<file path="config.mk">
export PLATFORM = sky130hd
export DESIGN_NAME = ann_result_collector_flat
export DESIGN_NICKNAME = d
export VERILOG_FILES = /design/src/rtl/ann_pkg.sv /design/src/rtl/ann_result_collector_if.sv /design/src/rtl/ann_hist_bank.sv /design/src/rtl/ann_result_collector.sv /design/src/flat_wrapper.sv
export SDC_FILE = /design/constraint.sdc
export NUM_CORES = 1
export LEC_CHECK = 0
export ABC_AREA = 1
export CAP_MARGIN = 20
export CORE_MARGIN = 2
export CORE_UTILIZATION = 40
export DETAILED_ROUTE_END_ITERATION = 12
export GPL_TIMING_DRIVEN = 1
export PLACE_DENSITY_LB_ADDON = 0.1
export SYNTH_ARGS = -nofsm -noshare
export SYNTH_HDL_FRONTEND = slang
export SYNTH_HIERARCHICAL = 1
export SYNTH_SLANG_ARGS = --single-unit
</file>
<file path="constraint.sdc">
create_clock -name clk -period 4.6 [get_ports clk]
set_input_delay 0.46 -clock clk [delete_from_list [all_inputs] [get_ports clk]]
set_output_delay 0.46 -clock clk [all_outputs]
set_load 0.01 [all_outputs]
</file>
<file path="src/rtl/ann_pkg.sv">
// Shared definitions for the ANN result collector: FSM state encoding and default sizes.
// Latency: n/a (types and constants only).
// Backpressure: n/a.
package ann_pkg;

    localparam int N_CLASS_DEF = 10;
    localparam int IDX_W_DEF   = 4;

    // Class index reported when the captured vector has no set bit (all ones).
    localparam logic [IDX_W_DEF-1:0] NO_CLASS = '1;

    typedef enum logic [1:0] {
        IDLE = 2'd0,
        SCAN = 2'd1,
        DONE = 2'd2,
        ACK  = 2'd3
    } state_t;

endpackage

</file>
<file path="src/rtl/ann_result_collector_if.sv">
// Producer-to-collector bundle: result vector, four-phase handshake and decoded class outputs.
// Latency: n/a (wires only).
// Backpressure: producer holds out_ready until received rises, then drops it before the next result.
// Ports: out/out_ready driven by the producer (master); received, class_idx, hot_count,
//        class_valid driven by the collector (slave).
interface ann_result_collector_if
    import ann_pkg::*;
#(
    parameter int N_CLASS = N_CLASS_DEF,
    parameter int IDX_W   = IDX_W_DEF
);

    logic [0:N_CLASS-1] out;
    logic               out_ready;
    logic               received;
    logic [IDX_W-1:0]   class_idx;
    logic [IDX_W-1:0]   hot_count;
    logic               class_valid;

    modport master (
        output out, out_ready,
        input  received, class_idx, hot_count, class_valid
    );

    modport slave (
        input  out, out_ready,
        output received, class_idx, hot_count, class_valid
    );

endinterface

</file>
<file path="src/rtl/ann_hist_bank.sv">
// Per-class saturating result histogram (N_CLASS class bins plus one bin for "no class").
// Latency: increment lands on the edge after inc; read port is combinational.
// Backpressure: none; counters stick at all-ones instead of wrapping.
// Ports: clk, rst (sync, active-high), inc/inc_idx (bump the bin of inc_idx),
//        rd_sel/rd_count (read; out-of-range select reads 0).
// Only built when RESULT_HISTOGRAM_EN is defined.
`ifdef RESULT_HISTOGRAM_EN
module ann_hist_bank #(
    parameter int N_CLASS = 10,
    parameter int IDX_W   = 4,
    parameter int HIST_W  = 16
) (
    input  logic              clk,
    input  logic              rst,
    input  logic              inc,
    input  logic [IDX_W-1:0]  inc_idx,
    input  logic [IDX_W-1:0]  rd_sel,
    output logic [HIST_W-1:0] rd_count
);

    localparam logic [IDX_W-1:0] NO_CLS  = '1;
    localparam logic [IDX_W-1:0] LAST_IX = IDX_W'(N_CLASS);

    logic [HIST_W-1:0] bins [0:N_CLASS];

    // The "no class" code is folded onto the extra bin at index N_CLASS.
    logic [IDX_W-1:0] inc_slot;
    logic             inc_hit;

    always_comb begin
        inc_slot = inc_idx;
        inc_hit  = 1'b0;
        if (inc_idx < LAST_IX) begin
            inc_hit = 1'b1;
        end else if (inc_idx == NO_CLS) begin
            inc_slot = LAST_IX;
            inc_hit  = 1'b1;
        end
    end

    always_ff @(posedge clk) begin
        if (rst) begin
            for (int i = 0; i <= N_CLASS; i++) begin
                bins[i] <= '0;
            end
        end else if (inc && inc_hit && (bins[inc_slot] != {HIST_W{1'b1}})) begin
            bins[inc_slot] <= bins[inc_slot] + 1'b1;
        end
    end

    always_comb begin
        rd_count = '0;
        if (rd_sel < LAST_IX) begin
            rd_count = bins[rd_sel];
        end else if (rd_sel == NO_CLS) begin
            rd_count = bins[N_CLASS];
        end
    end

endmodule
`endif

</file>
<file path="src/rtl/ann_result_collector.sv">
// Captures an output-layer result vector, scans it one bit per cycle for the winning class
// and hot count, then acknowledges the producer with a four-phase handshake.
// Latency: out_ready sampled at edge N -> class_valid/received after edge N+N_CLASS+1.
// Backpressure: a new vector is taken only from IDLE; received stays high until out_ready drops.
// Ports: clk, rst (sync, active-high); bus (slave side of ann_result_collector_if);
//        busy (not IDLE), total (8-bit wrapping result count), hist_sel/hist_count (histogram read).
// Optional: RESULT_HISTOGRAM_EN builds the per-class histogram; otherwise hist_count reads 0.
module ann_result_collector
    import ann_pkg::*;
#(
    parameter int N_CLASS = N_CLASS_DEF,
    parameter int IDX_W   = IDX_W_DEF,
    parameter int HIST_W  = 16
) (
    input  logic                   clk,
    input  logic                   rst,
    ann_result_collector_if.slave  bus,
    output logic                   busy,
    output logic [7:0]             total,
    input  logic [IDX_W-1:0]       hist_sel,
    output logic [HIST_W-1:0]      hist_count
);

    // All-ones code for "no bit set"; equals ann_pkg::NO_CLASS at the default width.
    localparam logic [IDX_W-1:0] NO_CLS   = '1;
    localparam logic [IDX_W-1:0] LAST_IDX = IDX_W'(N_CLASS - 1);

    state_t             state;
    logic [0:N_CLASS-1] cap;
    logic [IDX_W-1:0]   idx;
    logic [IDX_W-1:0]   cnt;
    logic [IDX_W-1:0]   first_idx;
    logic               found;

    logic               received_q;
    logic               class_valid_q;
    logic [IDX_W-1:0]   class_idx_q;
    logic [IDX_W-1:0]   hot_count_q;
    logic [7:0]         total_q;

    logic [IDX_W-1:0]   result_idx;

    assign result_idx = found ? first_idx : NO_CLS;

    always_ff @(posedge clk) begin
        if (rst) begin
            state         <= IDLE;
            cap           <= '0;
            idx           <= '0;
            cnt           <= '0;
            first_idx     <= '0;
            found         <= 1'b0;
            received_q    <= 1'b0;
            class_valid_q <= 1'b0;
            class_idx_q   <= NO_CLS;
            hot_count_q   <= '0;
            total_q       <= '0;
        end else begin
            class_valid_q <= 1'b0;
            case (state)
                IDLE: begin
                    if (bus.out_ready) begin
                        cap   <= bus.out;
                        idx   <= '0;
                        cnt   <= '0;
                        found <= 1'b0;
                        state <= SCAN;
                    end
                end
                SCAN: begin
                    if (cap[idx]) begin
                        cnt <= cnt + 1'b1;
                        // Scan runs upward, so the first hit is the lowest index.
                        if (!found) begin
                            found     <= 1'b1;
                            first_idx <= idx;
                        end
                    end
                    if (idx == LAST_IDX) begin
                        state <= DONE;
                    end else begin
                        idx <= idx + 1'b1;
                    end
                end
                DONE: begin
                    class_idx_q   <= result_idx;
                    hot_count_q   <= cnt;
                    class_valid_q <= 1'b1;
                    received_q    <= 1'b1;
                    total_q       <= total_q + 8'd1;
                    state         <= ACK;
                end
                ACK: begin
                    if (!bus.out_ready) begin
                        received_q <= 1'b0;
                        state      <= IDLE;
                    end
                end
                default: state <= IDLE;
            endcase
        end
    end

    assign bus.received    = received_q;
    assign bus.class_valid = class_valid_q;
    assign bus.class_idx   = class_idx_q;
    assign bus.hot_count   = hot_count_q;
    assign busy            = (state != IDLE);
    assign total           = total_q;

`ifdef RESULT_HISTOGRAM_EN
    ann_hist_bank #(
        .N_CLASS (N_CLASS),
        .IDX_W   (IDX_W),
        .HIST_W  (HIST_W)
    ) u_hist (
        .clk      (clk),
        .rst      (rst),
        .inc      (state == DONE),
        .inc_idx  (result_idx),
        .rd_sel   (hist_sel),
        .rd_count (hist_count)
    );
`else
    logic unused_hist_sel;
    assign unused_hist_sel = ^hist_sel;
    assign hist_count      = '0;
`endif

endmodule

</file>
<file path="src/flat_wrapper.sv">
// flat-port wrapper written by rule: the top's interface ports become plain ports
module ann_result_collector_flat import ann_pkg::*;
#(
    parameter int N_CLASS = N_CLASS_DEF,
    parameter int IDX_W   = IDX_W_DEF,
    parameter int HIST_W  = 16
)
  (clk, rst, busy, total, hist_sel, hist_count, bus_out, bus_out_ready, bus_received, bus_class_idx, bus_hot_count, bus_class_valid);
  ann_result_collector_if #(.N_CLASS(N_CLASS), .IDX_W(IDX_W)) bus_i ();
  input  logic clk;
  input  logic rst;
  output logic busy;
  output logic [7:0] total;
  input  logic [IDX_W-1:0] hist_sel;
  output logic [HIST_W-1:0] hist_count;
  input wire logic [$bits(bus_i.out)-1:0] bus_out;
  input wire logic [$bits(bus_i.out_ready)-1:0] bus_out_ready;
  output wire logic [$bits(bus_i.received)-1:0] bus_received;
  output wire logic [$bits(bus_i.class_idx)-1:0] bus_class_idx;
  output wire logic [$bits(bus_i.hot_count)-1:0] bus_hot_count;
  output wire logic [$bits(bus_i.class_valid)-1:0] bus_class_valid;
  assign bus_i.out = bus_out;
  assign bus_i.out_ready = bus_out_ready;
  assign bus_received = bus_i.received;
  assign bus_class_idx = bus_i.class_idx;
  assign bus_hot_count = bus_i.hot_count;
  assign bus_class_valid = bus_i.class_valid;
  ann_result_collector #(.N_CLASS(N_CLASS), .IDX_W(IDX_W), .HIST_W(HIST_W)) u_core (.clk(clk), .rst(rst), .bus(bus_i), .busy(busy), .total(total), .hist_sel(hist_sel), .hist_count(hist_count));
endmodule
</file>
* Yosys cells after proc, flatten, opt, wreduce, memory -nomap -nowiden
Index checks and enable logic that the tools add are counted.
** Cells by class
- Divide/modulo/power cells :: 0
- Eq/ne operators :: 9
- Multiplexer cells :: 19
- $mul :: 0
- Bitwise operators :: 2
- Reductions and logical operators :: 10
- Shifts and indexed selects :: 0
- $add $sub $neg :: 3
- $lt $le $gt $ge :: 1
** Operators with widths (number)
- $mux W4 :: 4
- $pmux W4 S2 :: 2
- $reduce_and A3 Y1 :: 4
- $add A4 B1 Y4 const B :: 2
- $add A8 B1 Y8 const B :: 1
- $pmux W2 S4 :: 1
- $mux W1 :: 6
- $mux W2 :: 3
- $ne A2 B2 Y1 const B :: 3
- $reduce_bool A2 Y1 :: 3
- $ge A5 B5 Y1 const B :: 1
- $not A4 Y5 :: 1
- $bmux W1 S4 :: 1
- $eq A2 B2 Y1 const B :: 2
- $eq A4 B4 Y1 const B :: 1
- $ne A2 B1 Y1 const B :: 2
- $pmux W1 S2 :: 2
- $reduce_and A2 Y1 :: 2
- $eq A2 B1 Y1 const B :: 1
- $logic_not A2 Y1 :: 1
- $not A1 Y1 :: 1
** Word-level totals
- Logic and storage cells :: 55
- Latch bits :: 0
- Flip-flop bits (word level) :: 43
- Input bits :: 17
- Memory bits (read-only) :: 0
- Memories kept :: 0
- RAM bits :: 0

* Logic depth before layout (Yosys ltp)
Gate-level depths: netlist of the first run.
- Depth in word-level cells :: 6
- Gate-level depth with buffers :: 12

* Worst setup path after synthesis of the first run
Ideal clock, no wire load.
- Path kind :: register to register
- Start point :: register u_core.state[0]
- End point :: register u_core/cap[0] (netlist name)
- Required time :: 4.535 ns
- Path buffers :: 2
- Slack :: 3.159 ns
- Library setup time :: 0.065 ns
- Stages on the path, launching flop included :: 8
- Arrival time :: 1.377 ns
- Cell sequence :: dfxtp_1 > inv_1 > ha_1 > nand2_1 > clkbuf_1 > buf_2 > o21ai_0 > nor2_1
** On the way
- Longest elaborated chain between the ends :: 2
** RTL lines
- start, declared :: line ann_result_collector.sv:28 : state_t state;
- start signal, assigned :: line ann_result_collector.sv:47 : state <= IDLE;
- start signal, assigned :: line ann_result_collector.sv:67 : state <= SCAN;
- start signal, assigned :: line ann_result_collector.sv:80 : state <= DONE;
- $logic_not A2 Y1 :: line ann_result_collector.sv:60 : case (state)
- $reduce_and A2 Y1 (no source line)
- end signal, assigned :: line ann_result_collector.sv:63 : cap <= bus.out;
- end, declared :: line ann_result_collector.sv:29 : logic [0:N_CLASS-1] cap;
No other way between the ends.
A chain may end at the register's enable or synchronous reset.

==> qor.csv, run 1 <==
metric,value,unit
Setup CP Type,primary input to register,
drt pass-1 iters,4,
largest net degree at the start of global routing,35,
Post-synth EDFFs,0,
die height,78.0,um
Synth Area in XOR/XNOR,0.800,%
Synth Area in Simple Gates,25.3,%
r2r setup slk,2.60,ns
"Warnings, synthesis",6,
gr usage total,14.9,%
diode count,0,
ranking of synthesized cells by area,"dfxtp_1 (39%), nand2_1 (6.2%), buf_4 (5.5%)",
minimum clock period,2.18,ns
Clock power frac,22.6,%
cell accounting for the most synthesized area,dfxtp_1,
Port-buffer cells,31,
"slowest stage delay, CP",0.79,ns
Resized Gates After CTS,0,
FMAX,458,MHz
Synth Area per Inst,7.76,um^2
H-tree levels,2,
gpl congestion,0.725,
hpwl dp,2850,um
crit path DAT,2.42,ns
type of origin of the critical path,primary input,
"Reg clk slew, reported paths",0.08,ns
combinational share of power,39.7,%
final setup TNS,0,ns
via count,1738,
Final period util,47.5,%
# Max-Cap Violations,0,
hold buffer count at cts,0,
CTS Sinks,43,
Synth Area in Adders,4.57,%
Worst Path Max Fanout,34,
mapped cell area,2190,um^2
Worst slew margin,37.5,%
DRC,0,
Finished Cell Area,2570,um^2
Syn-to-layout area delta,17.6,%
post-synth cell types,35,
synth cell count leaders,"dfxtp_1 (43), nand2_1 (36), inv_1 (32)",
Critical-path top delay cell,inv_1,
Via density,4.57,
Placed Cells,372,
Routed WL,4090,um
CP Data Required Time,4.83,ns
"Clk Latency, worst-skew pair",0.30,ns
Final nets,334,
ys async rst share,0,%
Setup Skew,0.00396,ns
CTS tree,built,
ys flop type,dfxtp_1,
compound-gate portion of the synthesized area,14.8,%
initial antenna violation count,0,
sequential power share,37.7,%
final hold violations,0,
P_int,0.836,mW
clk buf depth,2,
wire length per cell,10.8,um
Post-Place Setup Slack,2.04,ns
Post-DRT Antenna Nets,0,
largest family of logic cells by synthesized area,simple AND/OR/NAND/NOR gates,
switching power,0.528,mW
global-route wire length before repair,7380,um
Leak,1.08,nW
P per Cell Area,530,nW/um^2
reg2reg path depth,7,
row count,26,
placed cell area,2460,um^2
post-synthesis sequential area ratio,39.3,%
share of Yosys cell area claimed by the top area cell type,39.3,%
capture point of the worst reg-to-reg path,u_core/idx[2]$_SDFFE_PP0P_,
Reg-to-Reg Start,u_core/state[0]$_SDFFE_PP0P_,
cts bufs inserted,5,
fraction of layout cells with a size suffix above 1,12.6,%
CTS Root Cell,clkbuf_8,
Net Sw Frac,38.7,%
I/O pins,52,
initial core utilization,42.0,%
Finished Core Util,49.4,%
vias in the first global route,1643,
DIE AREA,6080,um^2
Hold WC Path Type,register to register,
Seq cells post-synth,43,
post-synthesis cell count,282,
worst-path cell chain,"clkdlybuf4s50_1, inv_1, o21ai_0, nor3b_2",
setup slack after layout,2.42,ns
hold path cells,2,
Worst-Margin Slew,0.936,ns
most common cell in the netlist,dfxtp_1,
mux share of post-synthesis cell area,0,%
Worst Hold Launch,u_core/first_idx[3]$_SDFFE_PP0P_,
Setup-failing EPs final,0,
grt total ovfl,0,
status,"complete, no violations",
Iter 0 DRT Violations,43,
final std cells w/o fill,380,
RSZ-0062 raised after global routing,no,
Slew Limit Fails,0,
Post CTS Setup Buffer Count,0,
Peak VDD IR,0.000415,V
element type at the critical path end,register,
Die Width,78.0,um
hold path endpoint,u_core/first_idx[3]$_SDFFE_PP0P_,
area of the core,5200,um^2
## power by group through the flow
stage	Clock (mW)	Combinational (mW)	Sequential, mW
detailed placement	0	0.542	0.524
global placement	0	0.540	0.523
CTS	0.321	0.546	0.516
global route	0.334	0.621	0.528
floorplan	0	0.434	0.512
finish	0.308	0.541	0.515
## state kept, by name (all words and copies together), names as in the netlist
register and count:
u_core/found 1, u_core/bus.class_idx 4, u_core/bus.class_valid 1, u_core/first_idx 4
u_core/state 2, u_core/cap 10, u_core/total 8, u_core/cnt 4
u_core/idx 4, u_core/bus.received 1, u_core/bus.hot_count 4
## how the worst max path moves through the flow
stage	slack, ns	to	start	cells after the start
6_report	2.42	u_core/idx[2]$_SDFFE_PP0P_	rst	4
5_1_grt	2.13	u_core/idx[2]$_SDFFE_PP0P_	rst	4
4_1_cts	2.37	u_core/idx[2]$_SDFFE_PP0P_	rst	4
3_5_place_dp	2.04	u_core/idx[2]$_SDFFE_PP0P_	rst	4
3_3_place_gp	2.04	u_core/idx[2]$_SDFFE_PP0P_	rst	4
2_1_floorplan	3.16	u_core/cap[0]$_SDFFE_PP0P_	u_core/state[0]$_SDFFE_PP0P_	7
## worst max-delay path: cells and delay by family
kind	cells	cell delay, ns
buffers and inverters	2	1.41
AO/OA/AOI/OAI	1	0.31
AND/OR/NAND/NOR	1	0.23
## through the flow
stage	power [mW]	hold slack (ns)
final	1.36	0.458
after floorplan	0.947	0.426
after detailed placement	1.07	0.446
after global routing	1.48	0.472
after CTS	1.38	0.459
after global placement	1.06	0.447
## kinds of logic after synthesis
| logic type | after synthesis |
|---|---|
| other | 1 |
| XOR/XNOR | 2 |
| AO/OA/AOI/OAI | 57 |
| flip-flops | 43 |
| AND/OR/NAND/NOR | 109 |
| buffers and inverters | 62 |
| adder cells (fa/ha/maj) | 8 |
## placed cells by master (no fill, tap or decap)
cell / instances
nand3_4: 3
nor3b_2: 1
nand2_4: 2
a21oi_1: 21
bufinv_16: 1
inv_8: 1
nor2_1: 31
a31oi_1: 1
clkinv_2: 1
a22o_1: 1
o21ai_1: 1
nor2_2: 3
xnor2_1: 1
a211oi_1: 1
inv_2: 3
o22ai_1: 4
clkdlybuf4s50_1: 31
nand4_1: 2
clkbuf_8: 6
o21ai_4: 1
dfxtp_1: 43
nand2_1: 36
nand3_1: 13
conb_1: 16
nand2_2: 9
nand3_2: 3
a21oi_2: 4
inv_1: 32
or2_2: 1
xor2_1: 1
ha_1: 8
o21ai_0: 23
nor3_1: 5
## routing by layer
| layer | global-route usage (%) | up-vias | routed length, um |
|---|---|---|---|
| met2 | 24.9 | 32 | 1820 |
| met5 | 0 | - | 0 |
| met3 | 3.60 | 6 | 140 |
| li1 | - | 925 | - |
| met4 | 5.79 | 0 | 65 |
| met1 | 18.4 | 775 | 2060 |
## final cells by class
cell class              instances  area, um^2
inverters                      36         143
clock inverters                 2        35.0
flip-flops and latches         43         861
well taps                      70        87.6
clock buffers                   6        82.6
multi-input cells             192        1050
repair buffers                 31         310
fillers                       541        2630
(Power assumes the default switching activity.)
==> inputs of run 2 (changes only) <==
==> constraint.sdc (replaced) <==
create_clock -name clk -period 2.2 [get_ports clk]
set_input_delay 0.22 -clock clk [delete_from_list [all_inputs] [get_ports clk]]
set_output_delay 0.22 -clock clk [all_outputs]
set_load 0.01 [all_outputs]
==> run 2 against run 1 <==
  * Clock power grew 60%
  * Register-to-register slack lost 2.0 ns
  * Sequential share of layout area shrank 0.26 points
  * Critical endpoint is now busy
  * Combinational power grew 120%
  * Critical path type is now register to primary output
==> qor.csv, run 2 (synthesis results as in run 1) <==
metric,value,unit,change
# Max-Cap Violations,0,,unchanged
Leak,1.09,nW,+1.3%
die height,78.0,um,unchanged
hpwl dp,2980,um,+4.7%
RSZ-0062 raised after global routing,no,,
Resized Gates After CTS,0,,unchanged
global-route wire length before repair,7160,um,-3.0%
Worst-Margin Slew,0.519,ns,-0.417 ns
"Top cell by count, worst path",inv_1,,
Setup CP Type,register to primary output,,
Final period util,85.7,%,
CTS tree,built,,
DIE AREA,6080,um^2,unchanged
Post-DRT Antenna Nets,0,,unchanged
WHS,0.453,ns,-0.00476 ns
clk buf depth,2,,unchanged
P_int,1.65,mW,+97%
FMAX,531,MHz,
Critical-path top delay cell,clkdlybuf4s50_1,,
Finished Cell Area,2590,um^2,+0.78%
row count,26,,unchanged
Reg with most FFs,u_core/cap,,
worst-path cell chain,"inv_1, ha_1, inv_1, clkdlybuf4s50_1",,
DRC,0,,unchanged
area of the core,5200,um^2,unchanged
CTS Root Cell,clkbuf_8,,
Via density,4.51,,-1.4%
"Clk Latency, worst-skew pair",0.29,ns,about the same
Clock power frac,18.0,%,-4.6 points
total power,2.75,mW,+100%
Largest register FFs,10,,unchanged
element type at the critical path end,primary output,,
minimum clock period,1.88,ns,
vias in the first global route,1594,,-3.0%
Routed WL,3990,um,-2.5%
Setup-failing EPs final,0,,unchanged
Port-buffer cells,31,,unchanged
gr usage total,14.5,%,-0.38 points
fraction of layout cells with a size suffix above 1,14.2,%,+1.6 points
Net Sw Frac,40.0,%,+1.3 points
final hold violations,0,,unchanged
I/O pins,52,,unchanged
Slew Limit Fails,0,,unchanged
cts bufs inserted,5,,unchanged
sequential power share,39.1,%,+1.4 points
status,"complete, no violations",,
grt total ovfl,0,,unchanged
CP Data Required Time,1.98,ns,-2.85 ns
Worst slew margin,65.4,%,+28 points
P per Cell Area,1060,nW/um^2,+100%
Worst Path Max Fanout,4,,-88%
initial core utilization,42.0,%,unchanged
Peak VDD IR,0.000621,V,+50%
Post CTS Setup Buffer Count,0,,unchanged
hold buffer count at cts,0,,unchanged
crit path DAT,1.66,ns,-0.76 ns
Finished Core Util,49.8,%,+0.38 points
switching power,1.10,mW,+110%
CTS Sinks,43,,unchanged
diode count,0,,unchanged
placed cell area,2510,um^2,+2.1%
Hold WC Path Type,register to register,,
type of origin of the critical path,register,,
Final nets,341,,+2.1%
final setup TNS,0,ns,unchanged
most frequent cells in the layout,"dfxtp_1 (43), nand2_1 (36), inv_1 (32)",,
H-tree levels,2,,unchanged
via count,1745,,+0.40%
"slowest stage delay, CP",0.54,ns,-0.25 ns
gpl congestion,0.720,,-0.62%
Setup Skew,0.00790,ns,+0.00395 ns
Syn-to-layout area delta,18.5,%,
"Reg clk slew, reported paths",0.07,ns,about the same
Die Width,78.0,um,unchanged
combinational share of power,42.9,%,+3.2 points
"commonest non-fill, non-tap cell in the layout",dfxtp_1,,
drt pass-1 iters,4,,unchanged
wire length per cell,10.3,um,-4.2%
initial antenna violation count,0,,unchanged
Iter 0 DRT Violations,65,,+51%
largest net degree at the start of global routing,20,,-43%
==> run 2: cell types whose count changed in the layout (fill, tap and decap cells not counted) <==
cell,before,now
bufinv_16,1,0
clkbuf_8,6,5
clkbuf_1,0,1
clkinvlp_4,0,1
buf_4,0,7
==> run 2: stage by stage <==
step / instances / worst slack, ns
3_5_place_dp: 379 / 0.584
6_report: 387 / 0.315
4_1_cts: 387 / 0.297
3_3_place_gp: 379 / 0.601
5_1_grt: 387 / 0.213
2_1_floorplan: 297 / 0.759
==> run 2: layout make-up <==
class | instances | area (um^2)
Clock buffer | 6 | 72.6
Clock inverter | 2 | 12.5
Fill cell | 546 | 2610
Inverter | 36 | 143
Multi-Input combinational cell | 192 | 1050
Sequential cell | 43 | 861
Tap cell | 70 | 87.6
Timing Repair Buffer | 38 | 363
==> run 2: worst max-delay path, delay by kind of cell, from the launching register on <==
family / cells / cell delay (ns)
fa+ha+maj: 1 / 0.25
buf+inv: 3 / 0.73
flops: 1 / 0.39
==> run 2: layer usage <==
metal	part of all wire [%]	vias up	track usage, %	wire length (um)
met1	50	765	18.7	2010
met2	45	33	23.8	1780
met5	0	-	0	0
met3	3.6	6	3.14	143
met4	1.5	0	5.26	60
li1	-	941	-	-
==> run 2: power groups by stage <==
stage / Sequential [mW] / Clock (mW) / Combinational [mW]
2_1_floorplan: 1.07 / 0 / 0.908
3_3_place_gp: 1.09 / 0 / 1.19
3_5_place_dp: 1.10 / 0 / 1.19
4_1_cts: 1.08 / 0.512 / 1.19
5_1_grt: 1.10 / 0.543 / 1.34
6_report: 1.07 / 0.494 / 1.18
==> run 2: worst paths after layout <==
| path | cells after the start | end | start | slack (ns) |
|---|---|---|---|---|
| max | 4 | busy | u_core/state[0]$_SDFFE_PP0P_ | 0.32 |
| min | 2 | u_core/cap[5]$_SDFFE_PP0P_ | u_core/cap[5]$_SDFFE_PP0P_ | 0.45 |
| max reg2reg | 6 | u_core/state[0]$_SDFFE_PP0P_ | u_core/idx[0]$_SDFFE_PP0P_ | 0.56 |
| min reg2reg | 2 | u_core/cap[5]$_SDFFE_PP0P_ | u_core/cap[5]$_SDFFE_PP0P_ | 0.45 |
